**config.mk**
```make
export PLATFORM = sky130hd
export DESIGN_NAME = register_file
export DESIGN_NICKNAME = d
export VERILOG_FILES = /design/src/rtl/cpu_pkg.sv /design/src/rtl/register_cell.sv /design/src/rtl/register_file.sv
export SDC_FILE = /design/constraint.sdc
export NUM_CORES = 1
export LEC_CHECK = 0
export CAP_MARGIN = 20
export CORE_MARGIN = 4
export CORE_UTILIZATION = 35
export DETAILED_ROUTE_END_ITERATION = 6
export PLACE_DENSITY = 0.58
export SYNTH_ARGS = -nofsm -noshare
export SYNTH_HDL_FRONTEND = slang
export SYNTH_SLANG_ARGS = --single-unit
```
**constraint.sdc**
```tcl
create_clock -name clock -period 3.3 [get_ports clock]
set_clock_uncertainty 0.05 [all_clocks]
set_input_delay 0.33 -clock clock [delete_from_list [all_inputs] [get_ports clock]]
set_output_delay 0.33 -clock clock [all_outputs]
set_load 0.02 [all_outputs]
```
**src/rtl/cpu_pkg.sv**
```systemverilog
// cpu_pkg: codes and defaults shared by the register file, the instruction
// decoder and the ALU, so that every block agrees on the write_op encoding.
package cpu_pkg;

  localparam int BUS_WIDTH_DEFAULT = 8;

  typedef enum logic [1:0] {
    OP_LOAD  = 2'd0,
    OP_INC   = 2'd1,
    OP_DEC   = 2'd2,
    OP_CLEAR = 2'd3
  } write_op_t;

endpackage

```
**src/rtl/register_cell.sv**
```systemverilog
// register_cell: one BUS_WIDTH storage register with load enable and
// synchronous active-high reset.
//   clock  : rising-edge clock
//   reset  : synchronous, active-high, clears the stored value
//   load   : capture d on this edge
//   d      : value to capture
//   q      : stored value
module register_cell #(
  parameter int BUS_WIDTH = 8
) (
  input  logic                 clock,
  input  logic                 reset,
  input  logic                 load,
  input  logic [BUS_WIDTH-1:0] d,
  output logic [BUS_WIDTH-1:0] q
);

  always_ff @(posedge clock) begin
    if (reset) begin
      q <= '0;
    end else if (load) begin
      q <= d;
    end
  end

endmodule

```
**src/rtl/register_file.sv**
```systemverilog
// register_file: REG_COUNT registers of BUS_WIDTH bits with one write port
// (LOAD / INC / DEC / CLEAR) and two combinational read ports, optional
// write-to-read bypass and optional hardwired zero register.
//   clock        : rising-edge clock
//   reset        : synchronous, active-high; clears all registers and wrap
//   write_enable : apply write_op to write_addr on this edge
//   write_op     : 0 LOAD, 1 INC, 2 DEC, 3 CLEAR
//   write_addr   : target register
//   write_data   : LOAD operand
//   read_addr_a/b: read port addresses
//   read_data_a/b: read port data (combinational)
//   wrap         : high for one cycle after an INC/DEC that wrapped
module register_file
  import cpu_pkg::*;
#(
  parameter int BUS_WIDTH  = BUS_WIDTH_DEFAULT,
  parameter int REG_COUNT  = 8,
  parameter int ADDR_WIDTH = $clog2(REG_COUNT),
  parameter int ZERO_REG   = 1,
  parameter int BYPASS     = 1
) (
  input  logic                  clock,
  input  logic                  reset,
  input  logic                  write_enable,
  input  logic [1:0]            write_op,
  input  logic [ADDR_WIDTH-1:0] write_addr,
  input  logic [BUS_WIDTH-1:0]  write_data,
  input  logic [ADDR_WIDTH-1:0] read_addr_a,
  output logic [BUS_WIDTH-1:0]  read_data_a,
  input  logic [ADDR_WIDTH-1:0] read_addr_b,
  output logic [BUS_WIDTH-1:0]  read_data_b,
  output logic                  wrap
);

  logic [BUS_WIDTH-1:0] regs [REG_COUNT];

  logic                 write_valid;
  logic                 write_accept;
  logic [BUS_WIDTH-1:0] current_value;
  logic [BUS_WIDTH-1:0] next_value;
  logic                 wrap_next;
  logic [BUS_WIDTH-1:0] stored_a;
  logic [BUS_WIDTH-1:0] stored_b;

  // Addresses past REG_COUNT (non-power-of-2 banks) and, when hardwired,
  // register 0 swallow the write entirely, including its wrap flag.
  assign write_valid  = (int'(write_addr) < REG_COUNT) &&
                        !((ZERO_REG != 0) && (write_addr == '0));
  assign write_accept = write_enable && write_valid;

  assign current_value = write_valid ? regs[write_addr] : '0;

  // Single next-value computation feeding both the target cell and bypass.
  always_comb begin
    next_value = current_value;
    wrap_next  = 1'b0;
    case (write_op)
      OP_LOAD:  next_value = write_data;
      OP_INC: begin
        next_value = current_value + 1'b1;
        wrap_next  = write_accept && (current_value == '1);
      end
      OP_DEC: begin
        next_value = current_value - 1'b1;
        wrap_next  = write_accept && (current_value == '0);
      end
      OP_CLEAR: next_value = '0;
      default:  next_value = current_value;
    endcase
  end

  for (genvar i = 0; i < REG_COUNT; i++) begin : g_reg
    if ((ZERO_REG != 0) && (i == 0)) begin : g_zero
      assign regs[i] = '0;
    end else begin : g_cell
      register_cell #(
        .BUS_WIDTH (BUS_WIDTH)
      ) u_cell (
        .clock (clock),
        .reset (reset),
        .load  (write_accept && (write_addr == ADDR_WIDTH'(i))),
        .d     (next_value),
        .q     (regs[i])
      );
    end
  end

  always_ff @(posedge clock) begin
    if (reset) begin
      wrap <= 1'b0;
    end else begin
      wrap <= wrap_next;
    end
  end

  assign stored_a = (int'(read_addr_a) < REG_COUNT) ? regs[read_addr_a] : '0;
  assign stored_b = (int'(read_addr_b) < REG_COUNT) ? regs[read_addr_b] : '0;

  // Each port bypasses on its own; a discarded write never bypasses.
  assign read_data_a = ((BYPASS != 0) && write_accept && (read_addr_a == write_addr))
                       ? next_value : stored_a;
  assign read_data_b = ((BYPASS != 0) && write_accept && (read_addr_b == write_addr))
                       ? next_value : stored_b;

endmodule

```
==> flow_metrics.env <==
export IMPL_outcome="complete, but fails checks"
export IMPL_failed_checks="negative setup slack"
export IMPL_initial_utilization_pct=36.4
export IMPL_cts_buffers=9
export IMPL_route_detailed_drc=0
export IMPL_avgRoutedWirePerCell_microns=20.5
export IMPL_setup_ws_ns=-0.0894
export IMPL_yosysTopAreaCell="dfxtp_1"
export IMPL_clkLatencyLatePin_ns=0.33
export IMPL_fmax_mhz=295
export IMPL_syn_area_sq_mm=0.00424
export IMPL_power_mw=2.13
export IMPL_area_growth_synth_to_final_pct=47.0
export IMPL_pwr_share_seq_pct=34.2
export IMPL_gp_congestion=0.915
export IMPL_cp_slowest_cell="or4_4"
export IMPL_io_buffers=38
export IMPL_ir_drop_mv=0.166
export IMPL_gr_total_overflow=0
export IMPL_drt_wl_total_mm=15.8
export IMPL_ys_seq_area_share_pct=26.9
export IMPL_cap_violations=0
export IMPL_end_kind="output pin"
export IMPL_grt_pass1_wl_mm=25.1
export IMPL_grt_pass1_vias=4576
export IMPL_hold_slack_ns=0.491
export IMPL_min_path_type="flip-flop to flip-flop"
export IMPL_required_ns=2.92
export IMPL_crit_chain="mux4_2, inv_2, o21ai_4, ha_1, nand2_2, nor4_4, or4_4, a32oi_4, mux2i_2, buf_4"
export IMPL_synth_warnings=0
export IMPL_hold_viol_final=0
export IMPL_final_area_sq_mm=0.00624
export IMPL_core_sq_mm=0.0117
export IMPL_path_clk_slew_ns=0.05
export IMPL_cts_root_buf="clkbuf_16"
export IMPL_tritoncts="built"
export IMPL_ys_ff_latch=57
export IMPL_dr_pass1_iters=5
export IMPL_setup_viol=4
export IMPL_drv_slew=0
export IMPL_num_rows=39
export IMPL_n_antenna_cell=0
export IMPL_placed_cell_area_sq_mm=0.00562
export IMPL_cp_arrival_ns=3.01
export IMPL_rsz0062_at_grt="true"
export IMPL_synth_edff_count=0
export IMPL_async_flop_share_pct=0
export IMPL_ys_top_cells_by_area="dfxtp_1 (27%), mux4_2 (11%), a211oi_1 (8.8%)"
export IMPL_tightest_slew_ns=0.599
export IMPL_p_int_mw=1.49
export IMPL_die_area_sq_mm=0.0140
export IMPL_setup_tns_ns=-0.200
export IMPL_synth_top_cells_by_count="nor2_1 (83), dfxtp_1 (57), a211oi_1 (50)"
export IMPL_fillers=1020
export IMPL_syn_avg_cell_area_sq_um=8.95
export IMPL_p_sw_share_pct=30.1
export IMPL_synth_cell_types=55
export IMPL_cts_num_sinks=57
export IMPL_p_per_area_mw_per_mm2=341
export IMPL_drt_iter0_markers=446
export IMPL_layout_drive_gt1_share_pct=43.2
export IMPL_startpoint_type="flip-flop"
export IMPL_clockBufferDepth=2
export IMPL_switching_power_uw=640
export IMPL_critPathMaxStageDelay_ns=0.52
export IMPL_comb_power_share_pct=27.9
export IMPL_relSlewSlack_pct=59.9
export IMPL_place_hpwl_mm=11.1
export IMPL_fp_dieW_microns=118
export IMPL_crit_path_max_fanout=3
export IMPL_die_h_microns=118
export IMPL_p_leak_nw=2.46
export IMPL_grt_start_max_net_pins=61
export IMPL_track_usage_pct=22.6
export IMPL_min_period_ns=3.39
export IMPL_yosysTopAreaCellShare_pct=26.9
export IMPL_place_ws_ns=-1.07
export IMPL_period_share_pct=103
export IMPL_post_drt_via_cell_ratio=5.95
export IMPL_worst_setup_path_type="flip-flop to output pin"
export IMPL_num_vias=4584
export IMPL_drtAntennaViolNets=0
export IMPL_synth_main_ff_cell="dfxtp_1"
export IMPL_io_pins=39
export IMPL_yosysMostFrequentCell="nor2_1"
export IMPL_h_tree_depth=3
export IMPL_synth_cells=474
export IMPL_nets=655
export IMPL_syn_nets=505
export IMPL_antenna_found_initial=0
export IMPL_p_clk_share_pct=37.8
## worst max-delay path: cells and delay by family (launching register included)
kind | cells | cell delay [ns]
simple gates | 3 | 0.69
mux | 2 | 0.62
compound gates | 2 | 0.46
flops | 1 | 0.32
fa+ha+maj | 1 | 0.30
buf+inv | 2 | 0.29
## per-stage QoR
stage	std cells	utilization [%]
floorplan	474	-
global placement	741	48.2
detailed placement	741	48.2
CTS	766	52.3
global route	770	53.5
finish	770	53.5
## power groups by stage
stage               clock, mW  combinational [mW]  sequential (mW)
finish                  0.804               0.594            0.728
global route            0.853               0.633            0.730
CTS                     0.816               0.566            0.727
detailed placement          0               0.543            0.740
global placement            0               0.539            0.740
floorplan                   0               0.286            0.740
## worst paths after layout
path,startpoint,endpoint,cells past startpoint,slack (ns)
worst min register to register,g_reg[7].g_cell.u_cell.q[6]$_SDFFE_PP0P_,g_reg[7].g_cell.u_cell.q[6]$_SDFFE_PP0P_,2,0.49
worst max register to register,g_reg[7].g_cell.u_cell.q[1]$_SDFFE_PP0P_,g_reg[4].g_cell.u_cell.q[5]$_SDFFE_PP0P_,10,0.44
worst max-delay path,g_reg[7].g_cell.u_cell.q[1]$_SDFFE_PP0P_,read_data_a[5],10,-0.09
worst min-delay path,g_reg[7].g_cell.u_cell.q[6]$_SDFFE_PP0P_,g_reg[7].g_cell.u_cell.q[6]$_SDFFE_PP0P_,2,0.49
## cell families after synthesis
group | Yosys count | share of synthesized area [%]
simple gates | 137 | 14.9
xor+xnor | 10 | 2.24
buf+inv | 54 | 5.57
compound gates | 145 | 25.8
mux | 62 | 21.8
flops | 57 | 26.9
fa+ha+maj | 9 | 2.83
## layout by cell type, fill, tap and decap left out, drive strengths merged, types with 8 or more instances in the layout
master,n
o21ai,20
nand2,14
a221o,8
mux4,21
a32oi,9
mux2,28
nor2,83
a221oi,9
buf,149
dfxtp,57
ha,8
inv,18
clkdlybuf4s50,18
a211oi,50
a21oi,24
mux2i,13
clkbuf,11
## layout make-up
| cell class | count | area (sq um) | share of cell area [%] |
|---|---|---|---|
| clock buffers | 10 | 229 | 3.67 |
| clock inverters | 4 | 22.5 | 0.361 |
| inverters | 18 | 67.6 | 1.08 |
| multi-input cells | 363 | 3150 | 50.6 |
| flip-flops and latches | 57 | 1140 | 18.3 |
| well taps | 143 | 179 | 2.87 |
| repair buffers | 175 | 1440 | 23.1 |
## sequential cells by signal, summed over array words and instances (netlist names)
name and flops:
g.g_cell.u_cell.q 56, wrap 1
## per-layer routing
metal,wire [microns],vias to the layer above,GRT usage [%]
met5,0,-,0
met4,615,0,9.23
met3,1390,48,4.42
met2,7050,240,35.1
met1,6760,2169,30.6
li1,-,2127,-
## what timing repair did
| action | in CTS | in global routing |
|---|---|---|
| gates cloned | 1 | 0 |
| hold buffers | 0 | 0 |
| hold endpoints to repair | 0 | 0 |
| pin swaps | 23 | 12 |
| setup endpoints to repair | 38 | 10 |
| gates resized for setup | 99 | 25 |
| setup buffers | 10 | 3 |
Power figures use the tool's default switching activity.
